==> config.mk <==
export PLATFORM = sky130hd
export DESIGN_NAME = prescaled_counter
export DESIGN_NICKNAME = d
export VERILOG_FILES = /design/src/rtl/counter_pkg.sv /design/src/rtl/prescaler.sv /design/src/rtl/prescaled_counter.sv
export SDC_FILE = /design/constraint.sdc
export NUM_CORES = 1
export LEC_CHECK = 0
export ABC_CLOCK_PERIOD_IN_PS = 2500
export CAP_MARGIN = 20
export CORE_MARGIN = 1
export CORE_UTILIZATION = 54
export DETAILED_ROUTE_END_ITERATION = 6
export PLACE_DENSITY_LB_ADDON = 0.08
export RECOVER_POWER = 100
export SLEW_MARGIN = 40
export SYNTH_ARGS = -nofsm -noshare
export SYNTH_HDL_FRONTEND = slang
export SYNTH_SLANG_ARGS = --single-unit
==> constraint.sdc <==
create_clock -name CLK -period 2.5 [get_ports CLK]
set_clock_uncertainty 0.15 [all_clocks]
set_input_delay 0.75 -clock CLK [delete_from_list [all_inputs] [get_ports CLK]]
set_output_delay 0.75 -clock CLK [all_outputs]
set_load 0.03 [all_outputs]
==> src/rtl/counter_pkg.sv <==
// Shared counter definitions: direction encoding used by
// the board-demo counters and their benches.
package counter_pkg;

    localparam logic DIR_UP   = 1'b0;
    localparam logic DIR_DOWN = 1'b1;

endpackage

==> src/rtl/prescaler.sv <==
// Free-running N-bit prescaler with a registered tick pulse.
// Ports: CLK clock, RSTN sync active-low reset,
//        CLR sync restart, TICK one-cycle pulse every 2**N clocks.
module prescaler #(
    parameter int N = 22
) (
    input  logic CLK,
    input  logic RSTN,
    input  logic CLR,
    output logic TICK
);

    localparam logic [N-1:0] ONE = N'(1);

    logic [N-1:0] cnt_q, cnt_d;
    logic         tick_q, tick_d;

    // Tick is flagged while the count sits at all-ones and shows
    // up one cycle later, so the output comes straight off a flop.
    always_comb begin
        cnt_d  = cnt_q + ONE;
        tick_d = &cnt_q;
        if (CLR) begin
            cnt_d  = '0;
            tick_d = 1'b0;
        end
    end

    always_ff @(posedge CLK) begin
        if (!RSTN) begin
            cnt_q  <= '0;
            tick_q <= 1'b0;
        end else begin
            cnt_q  <= cnt_d;
            tick_q <= tick_d;
        end
    end

    assign TICK = tick_q;

endmodule

==> src/rtl/prescaled_counter.sv <==
// Prescaled up/down wrap counter with load; optional ping-pong
// mode under macro PRESCALED_COUNTER_PINGPONG_EN.
// Ports: CLK, RSTN (sync, active-low), EN, DIR, LOAD, DIN[W],
//        PP in; Q[W], TC, TICK registered out.
module prescaled_counter
    import counter_pkg::*;
#(
    parameter int             W   = 8,
    parameter int             N   = 22,
    parameter logic [W-1:0]   MAX = {W{1'b1}}
) (
    input  logic         CLK,
    input  logic         RSTN,
    input  logic         EN,
    input  logic         DIR,
    input  logic         LOAD,
    input  logic [W-1:0] DIN,
    input  logic         PP,
    output logic [W-1:0] Q,
    output logic         TC,
    output logic         TICK
);

    localparam logic [W-1:0] ONE = W'(1);

    logic         tick;
    logic [W-1:0] q_q, q_d;
    logic         tc_q, tc_d;
    logic [W-1:0] din_c;
    logic         up;
    logic         at_end;
    logic         bounce;

    prescaler #(
        .N (N)
    ) u_pre (
        .CLK  (CLK),
        .RSTN (RSTN),
        .CLR  (LOAD),
        .TICK (tick)
    );

`ifdef PRESCALED_COUNTER_PINGPONG_EN
    logic dir_q, dir_d;
`else
    logic unused_pp;
    assign unused_pp = PP;
`endif

    assign din_c = (DIN > MAX) ? MAX : DIN;

    always_comb begin
        q_d    = q_q;
        tc_d   = 1'b0;
        up     = (DIR == DIR_UP);
        bounce = 1'b0;
`ifdef PRESCALED_COUNTER_PINGPONG_EN
        dir_d  = dir_q;
        if (PP) begin
            up     = (dir_q == DIR_UP);
            bounce = 1'b1;
        end
`endif
        at_end = up ? (q_q == MAX) : (q_q == '0);
        if (LOAD) begin
            q_d = din_c;
        end else if (tick && EN) begin
            if (at_end) begin
                tc_d = 1'b1;
                // Ping-pong steps back from the end instead of
                // wrapping, so the end value is held for one step.
                if (bounce) begin
                    q_d = up ? (q_q - ONE) : (q_q + ONE);
`ifdef PRESCALED_COUNTER_PINGPONG_EN
                    dir_d = up ? DIR_DOWN : DIR_UP;
`endif
                end else begin
                    q_d = up ? '0 : MAX;
                end
            end else begin
                q_d = up ? (q_q + ONE) : (q_q - ONE);
            end
        end
    end

    always_ff @(posedge CLK) begin
        if (!RSTN) begin
            q_q   <= '0;
            tc_q  <= 1'b0;
`ifdef PRESCALED_COUNTER_PINGPONG_EN
            dir_q <= DIR_UP;
`endif
        end else begin
            q_q   <= q_d;
            tc_q  <= tc_d;
`ifdef PRESCALED_COUNTER_PINGPONG_EN
            dir_q <= dir_d;
`endif
        end
    end

    assign Q    = q_q;
    assign TC   = tc_q;
    assign TICK = tick;

endmodule

# Word-level counts from Yosys, hierarchy flattened
# Index checks and enable logic that the tools add are counted.
[totals] ff_bits=32 out_inout_bits=10 wordCells=25
[classes] add_sub_neg=3 magnitude_cmp=1 n_eq_ne=1 muxes=8 bitwise_logic=2 n_reduce_logical=6
[op_table] cell="two-way mux 8 bit" count=6
[op_table] cell="adder 22 x 1 -> 22 bit (second input constant)" count=1
[op_table] cell="AND reduction 22 bit" count=1
[op_table] cell="adder 8 x 1 -> 8 bit (second input constant)" count=1
[op_table] cell="equality test 8 bit (second input constant)" count=1
[op_table] cell="> comparator 8 bit (second input constant)" count=1
[op_table] cell="zero test 8 bit" count=1
[op_table] cell="subtractor 8 x 1 -> 8 bit (second input constant)" count=1
[op_table] cell="OR reduction 3 bit" count=1
[op_table] cell="two-way mux 1 bit" count=2
[op_table] cell="NOT 1 bit" count=2
[op_table] cell="nonzero test 2 bit" count=1
[op_table] cell="OR reduction 2 bit" count=1
[op_table] cell="logical AND 1 bit" count=1

# Longest topological paths before layout
# Gate-level depths: netlist of the first run.
[logic_depth] word_depth=5 mapped_depth=7 ltp_nobuf=7

# Modules after synthesis
# A second synthesis of the first run with hierarchy kept.
[hier_totals] hier_cells=213 hier_area_um2=1826.8
[modules_own_cells] module="prescaler" instances=1 cells_each=119 area_per_inst_um2=1048.5 seq_area_each_um2=460.4
[modules_own_cells] module="prescaled_counter" instances=1 cells_each=94 area_per_inst_um2=778.2 seq_area_each_um2=180.2

# Worst setup path before layout of the first run
# No wires, ideal clock.
[synth_timing] kind="input-to-reg" start="in DIR" end="reg q_q[6], in the netlist Q[6]" setup_time_ns=0.070 arrival_time_ns=1.947 required_ns=2.280 setup_slack_ns=0.333 path_stages=6 path_buffers=0 cell_sequence="ha_1 > nor2b_1 > o31a_1 > o311ai_0 > nand2_1 > a21oi_1"
[synth_between] elab_chain_len=4 word_cells_on_any_way=6 cone_classes="6 x mux"
[synth_lines] item="start: declaration" line_no="prescaled_counter.sv:15" text="input logic DIR,"
[synth_lines] item="two-way mux 8 bit (tied with other cells)" line_no="prescaled_counter.sv:81" text="q_d = up ? (q_q + ONE) : (q_q - ONE);"
[synth_lines] item="two-way mux 8 bit *" line_no="prescaled_counter.sv:68" text="if (at_end) begin"
[synth_lines] item="two-way mux 8 bit *" line_no="prescaled_counter.sv:67" text="end else if (tick && EN) begin"
[synth_lines] item="two-way mux 8 bit *" line_no="prescaled_counter.sv:65" text="if (LOAD) begin"
[synth_lines] item="end signal: assignment" line_no="prescaled_counter.sv:94" text="q_q <= q_d;"
[synth_lines] item="end: declaration" line_no="prescaled_counter.sv:27" text="logic [W-1:0] q_q, q_d;"
# Mark *: on every way between the ends. The rest lies on a longest branch, timed or not. The select of a mux whose other input is x is not followed.
# A chain may end at the register's enable or synchronous reset.

# Worst setup path after layout of the first run
[layout_timing] start="reg q_q[6], in the netlist Q[6]" end="out Q[6]"
[layout_lines] item="end: declaration" line_no="prescaled_counter.sv:19" text="output logic [W-1:0] Q,"
# No word-level cell between the ends.

==> results.json, run 1 <==
{
  "drt_drc_violations_left": 0,
  "post_cts_resized": 3,
  "setup-violations-final": 0,
  "r2r_slack_ps": 190,
  "stdcell_count": 292,
  "hold_buffers": 0,
  "clkTransAtPathRegs_ps": 100,
  "ys_types": 37,
  "placed_cell_area_um2": 2133,
  "power.switching_mw": 0.2979,
  "crit_chain": "clkdlybuf4s50_1",
  "ys_top_cells_by_area": "dfxtp_1, xnor2_1, nor2_1",
  "startpoint_type": "flip-flop",
  "swShare": 0.2655,
  "grt_pass1_vias": 1612,
  "arrival_ps": 1500,
  "async_flop_share": 0,
  "root_buffer": "clkbuf_4",
  "top_usage_layer": "met2",
  "maxCapViolCount": 0,
  "worst_pin_slew_ps": 1041,
  "post-synth-top-area-fraction": 0.3647,
  "finalHoldViolCount": 0,
  "antenna_cells": 0,
  "worst-endpoint-required_ps": 1600,
  "overflow": 0,
  "cts_sinks": 32,
  "via_per_inst": 5.517,
  "ir_drop_uv": 426.8,
  "hold_ws_ps": 317.9,
  "postCtsSetupBuffers": 0,
  "wl_per_cell_um": 14.25,
  "core_um2": 3078,
  "critPathTopFamily": "buffers and inverters",
  "fmax_mhz": 417.4,
  "finalCoreUtilization": 0.7085,
  "p_per_area_nw_per_um2": 514.5,
  "row_count": 20,
  "synth-edff-count": 0,
  "syn_inst": 207,
  "crit_type": "flip-flop to output port",
  "yosysSeqAreaShare": 0.3647,
  "clockBufferDepth": 2,
  "dp.cells": 284,
  "cts_tree": "done",
  "clkLatencyLatePin_ps": 340,
  "drt_pass1_iterations": 4,
  "yosys_warnings": 0,
  "synth_seq_cells": 32,
  "internal_power_mw": 0.8242,
  "htreeDepth": 2,
  "fin_area_um2": 2181,
  "leakage_nw": 0.8092,
  "initial_core_util": 0.5707,
  "synth_top_flop_cell": "dfxtp_1",
  "syn-cell-area_um2": 1757,
  "met3_usage": 0.07642,
  "yosys-top-cells-count": "dfxtp_1, nor2_1, xnor2_1, nand2_1, o21ai_0",
  "total_power_mw": 1.122,
  "pwr-share-seq": 0.479,
  "clock_power_share": 0.345,
  "met2_usage": 0.4464,
  "yosysMostFrequentCell": "dfxtp_1",
  "slew_headroom": 0.2997,
  "finalNetCount": 269,
  "critical_path.slowest_cell": "clkdlybuf4s50_1",
  "finalCritPeriodShare": 0.9583,
  "syn_area_per_cell_um2": 8.486,
  "grt_first_pass_wirelength_um": 7024,
  "die_y_um": 59.04,
  "critPathCaptureType": "output port",
  "hpwl_um": 3158,
  "maxSlewViolCount": 0,
  "grt_use_met1": 0.3521,
  "area_growth_pct": 24.15,
  "timing.critical_path.slowest_cell_delay_ps": 710,
  "synth_top_cell_by_area": "dfxtp_1",
  "grt_max_degree": 12,
  "io_pins": 24,
  "grt_usage": 0.2748,
  "antenna_found_initial": 0,
  "gp_congestion": 0.8692,
  "rsz0062_at_grt": "false",
  "dieArea_um2": 3485,
  "fin_crit_ps": 2396,
  "cts_buffers": 5,
  "power_frac_comb": 0.175,
  "via_count": 1611,
  "status": "complete, no violations",
  "hp-class": "flip-flop to flip-flop",
  "dr.first_iter.drc_count": 111,
  "die_w_um": 59.04,
  "io_buffer_count": 22,
  "crit_buf_inv": 1,
  "drive_above_1_share": 0.1048,
  "wl_um": 4161,
  "cp_max_fo": 5,
  "syn_nets": 229,
  "ant_nets": 0
}
[worst paths after layout]
path                   startpoint              end  cells past startpoint
setup / recovery             Q[6]             Q[6]                      1
hold reg to reg   u_pre.cnt_q[21]       u_pre.TICK                      2
setup reg to reg   u_pre.cnt_q[0]  u_pre.cnt_q[14]                      6
hold / removal    u_pre.cnt_q[21]       u_pre.TICK                      2
[metrics by stage]
step                setup slack, ps  TNS, ps
finish                        104.3        0
global placement             -373.1    -1523
floorplan                     333.2        0
CTS                           31.30        0
detailed placement           -479.2    -1956
global route                  31.15        0
[registers in the layout (all words and copies together), names as in the netlist]
name	cells
Q	8
u_pre.TICK	1
u_pre.cnt_q	22
TC	1
[routing by layer]
layer / vias to the layer above / part of all wire / wire [um]
met3: 8 / 0.038 / 159
met1: 760 / 0.46 / 1930
met4: 0 / 0.015 / 61
met5: - / 0 / 0
met2: 31 / 0.48 / 2010
li1: 812 / - / -
[final cells by class]
| cell class | count | area, um2 |
|---|---|---|
| inverters | 7 | 26.28 |
| clock inverters | 2 | 35.03 |
| repair buffers | 38 | 317.8 |
| flip-flops and latches | 32 | 640.6 |
| fillers | 261 | 897.1 |
| well taps | 44 | 55.05 |
| clock buffers | 6 | 41.29 |
| multi-input cells | 163 | 1065 |
[cell families after synthesis]
family,share of synthesized area
AO/OA/AOI/OAI,0.1268
XOR/XNOR,0.1147
flip-flops,0.3647
adder cells (fa/ha/maj),0.06125
buffers and inverters,0.02564
multiplexers,0.005698
AND/OR/NAND/NOR,0.3013
[power by group through the flow]
stage | clock [mW] | sequential, mW | combinational, mW
2_1_floorplan | 0 | 0.565 | 0.0974
3_3_place_gp | 0 | 0.549 | 0.190
3_5_place_dp | 0 | 0.550 | 0.197
4_1_cts | 0.396 | 0.538 | 0.200
5_1_grt | 0.413 | 0.541 | 0.214
6_report | 0.387 | 0.538 | 0.197
[placed cells by master (no fill, tap or decap), types with 4 or more instances in the layout]
cell type        netlist  layout
a21oi_1                8       8
and3_1                 6       6
buf_4                  0      10
clkbuf_1               5       6
clkbuf_4               0       7
clkdlybuf4s50_1        0      16
dfxtp_1               32      32
dlygate4sd3_1          0       4
ha_1                   7       7
inv_1                  7       7
nand2_1               12      12
nand2b_1               6       6
nand3_1                9       9
nand4_1                4       4
nor2_1                30      30
nor2b_1                6       6
nor3_1                 6       6
o21ai_0               12      12
o311ai_0               5       4
xnor2_1               15      15
xor2_1                 8       8
Power figures use the tool's default switching activity.
==> run 2: changes to the inputs <==
- ABC_AREA: default -> 1
- CORE_UTILIZATION: 54 -> 38
- SKIP_LAST_GASP: default -> 1
==> results.json, run 2 <==
{
  "hold_end": "u_pre.cnt_q[12]",
  "maxCapViolCount": 0,
  "p_per_area_nw_per_um2": 525.7,
  "largest_reg_flops": 22,
  "yosysSeqAreaShare": 0.3457,
  "rsz0062_at_grt": "false",
  "area_growth_pct": 28.22,
  "critical_path.slowest_cell": "dlygate4sd3_1",
  "io_buffer_count": 22,
  "critPathCaptureType": "output port",
  "r2r_slack_ps": 600,
  "dp.cells": 353,
  "syn_area_per_cell_um2": 7.155,
  "r2r_start": "Q[0]",
  "top_register": "u_pre.cnt_q",
  "critPathTopFamily": "buffers and inverters",
  "htreeDepth": 2,
  "fin_crit_ps": 2396,
  "drt_pass1_iterations": 4,
  "post-synth-top-area-fraction": 0.3457,
  "holdCritStartpoint": "u_pre.cnt_q[12]",
  "grt_usage": 0.1896,
  "wl_um": 4405,
  "drive_above_1_share": 0.1498,
  "initial_core_util": 0.3949,
  "fmax_mhz": 417.4,
  "overflow": 0,
  "crit_buf_inv": 1,
  "synth_top_cell_by_area": "dfxtp_1",
  "cts_tree": "done",
  "leakage_nw": 1.012,
  "dr.first_iter.drc_count": 75,
  "ant_nets": 0,
  "root_buffer": "clkbuf_8",
  "yosys_warnings": 0,
  "io_pins": 24,
  "finalNetCount": 328,
  "slew_headroom": 0.6164,
  "arrival_ps": 1500,
  "finalCritPeriodShare": 0.9583,
  "stdcell_count": 361,
  "wl_per_cell_um": 12.20,
  "gp_congestion": 0.7550,
  "dieArea_um2": 5160,
  "hpwl_um": 3426,
  "syn_inst": 259,
  "cts_buffers": 5,
  "row_count": 25,
  "via_count": 1754,
  "crit_type": "flip-flop to output port",
  "startpoint_type": "flip-flop",
  "drt_drc_violations_left": 0,
  "worst-endpoint-required_ps": 1600,
  "cts_sinks": 32,
  "finalHoldViolCount": 0,
  "layout_commonest_cell": "nand2_1",
  "synth-edff-count": 0,
  "worst_pin_slew_ps": 575.4,
  "min_path_cells": 2,
  "via_per_inst": 4.859,
  "synth_top_flop_cell": "dfxtp_1",
  "clockBufferDepth": 2,
  "timing.rr.end": "Q[6]",
  "clkTransAtPathRegs_ps": 70,
  "status": "complete, no violations",
  "die_y_um": 71.83,
  "antenna_found_initial": 0,
  "ir_drop_uv": 298.7,
  "clkLatencyLatePin_ps": 290,
  "grt_pass1_vias": 1564,
  "die_w_um": 71.83,
  "hold_buffers": 0,
  "crit_chain": "dlygate4sd3_1",
  "antenna_cells": 0,
  "r2r_cells": 9,
  "grt_first_pass_wirelength_um": 7396,
  "hp-class": "flip-flop to flip-flop",
  "ys_top_cells_by_area": "dfxtp_1, nand2_1, a21oi_1",
  "yosys-top-cells-count": "nand2_1, inv_1, dfxtp_1, a21oi_1, nor2_1",
  "syn-cell-area_um2": 1853,
  "maxSlewViolCount": 0,
  "postCtsSetupBuffers": 0,
  "grt_max_degree": 14,
  "ys_types": 33,
  "synth_seq_cells": 32,
  "setup-violations-final": 0,
  "total_power_mw": 1.249,
  "timing.critical_path.slowest_cell_delay_ps": 770,
  "yosysMostFrequentCell": "nand2_1",
  "async_flop_share": 0,
  "mostFrequentLayoutCells": "nand2_1, inv_1, dfxtp_1",
  "cp_max_fo": 5,
  "core_um2": 4692,
  "syn_nets": 281
}
run 2: changes by cell type after synthesis, sizes merged, moves of 7 or more:
cell and delta:
nand2 +43, inv +31, a21oi +20, xnor2 -12, nand3 +11, o221ai +7
run 2: cells by family after synthesis:
group           synth area share
compound gates            0.1479
fa+ha+maj                0.05807
simple gates              0.3329
buf+inv                  0.09182
flops                     0.3457
xor+xnor                 0.02364
run 2: area by class of cell:
| class | instances | area, um2 |
|---|---|---|
| clock buffers | 5 | 68.82 |
| repair buffers | 43 | 366.6 |
| flip-flops and latches | 32 | 640.6 |
| multi-input cells | 184 | 1040 |
| well taps | 54 | 67.56 |
| clock inverters | 3 | 42.54 |
| inverters | 40 | 150.1 |
| fillers | 489 | 2316 |
run 2: repair_timing:
item | 4_1_cts | 5_1_grt
endpoints found under the setup margin | 0 | 1
gates resized for setup | 0 | 1
endpoints found under the hold margin | 0 | 0
run 2: how the worst max path moves through the flow:
stage	cells past startpoint	start	slack, ps	endpoint
after floorplan	8	DIR	480	Q[6]
after global placement	11	DIR	-180	Q[6]
after detailed placement	11	DIR	-160	Q[6]
after CTS	13	DIR	130	Q[5]
after global routing	1	Q[4]	50	Q[4]
final	1	Q[4]	100	Q[4]
run 2: layer usage:
| layer | track usage | wire length [um] | vias to the layer above |
|---|---|---|---|
| met1 | 0.2824 | 2391 | 783 |
| met5 | 0 | 0 | - |
| met4 | 0.05882 | 59 | 0 |
| li1 | - | - | 943 |
| met2 | 0.2694 | 1797 | 21 |
| met3 | 0.04219 | 155 | 7 |
run 2: tightest hold or removal path, delay by kind of cell (launching register included):
family	cells	cell delay (ps)
DFF	1	310
buffers and inverters	1	50
AOI/OAI and AO/OA	1	50
run 2: report_power, final:
part | internal (mW) | leakage [nW] | switching [mW] | total, mW
combinational | 0.104 | 0.698 | 0.110 | 0.214
sequential | 0.520 | 0.260 | 0.0147 | 0.535
clock | 0.295 | 0.0541 | 0.206 | 0.500
run 2: per-stage QoR:
step | util | setup slack, ps | hold slack [ps] | TNS, ps | area, um2
4_1_cts | 0.5093 | 130.3 | 300.0 | 0 | 2390
5_1_grt | 0.5064 | 52.06 | 322.9 | 0 | 2376
6_report | 0.5064 | 104.2 | 298.0 | 0 | 2376
3_5_place_dp | 0.4856 | -162.1 | 288.7 | -663.5 | 2278
2_1_floorplan | - | 483.0 | 273.1 | 0 | 1853
3_3_place_gp | 0.4856 | -175.1 | 283.4 | -686.0 | 2278
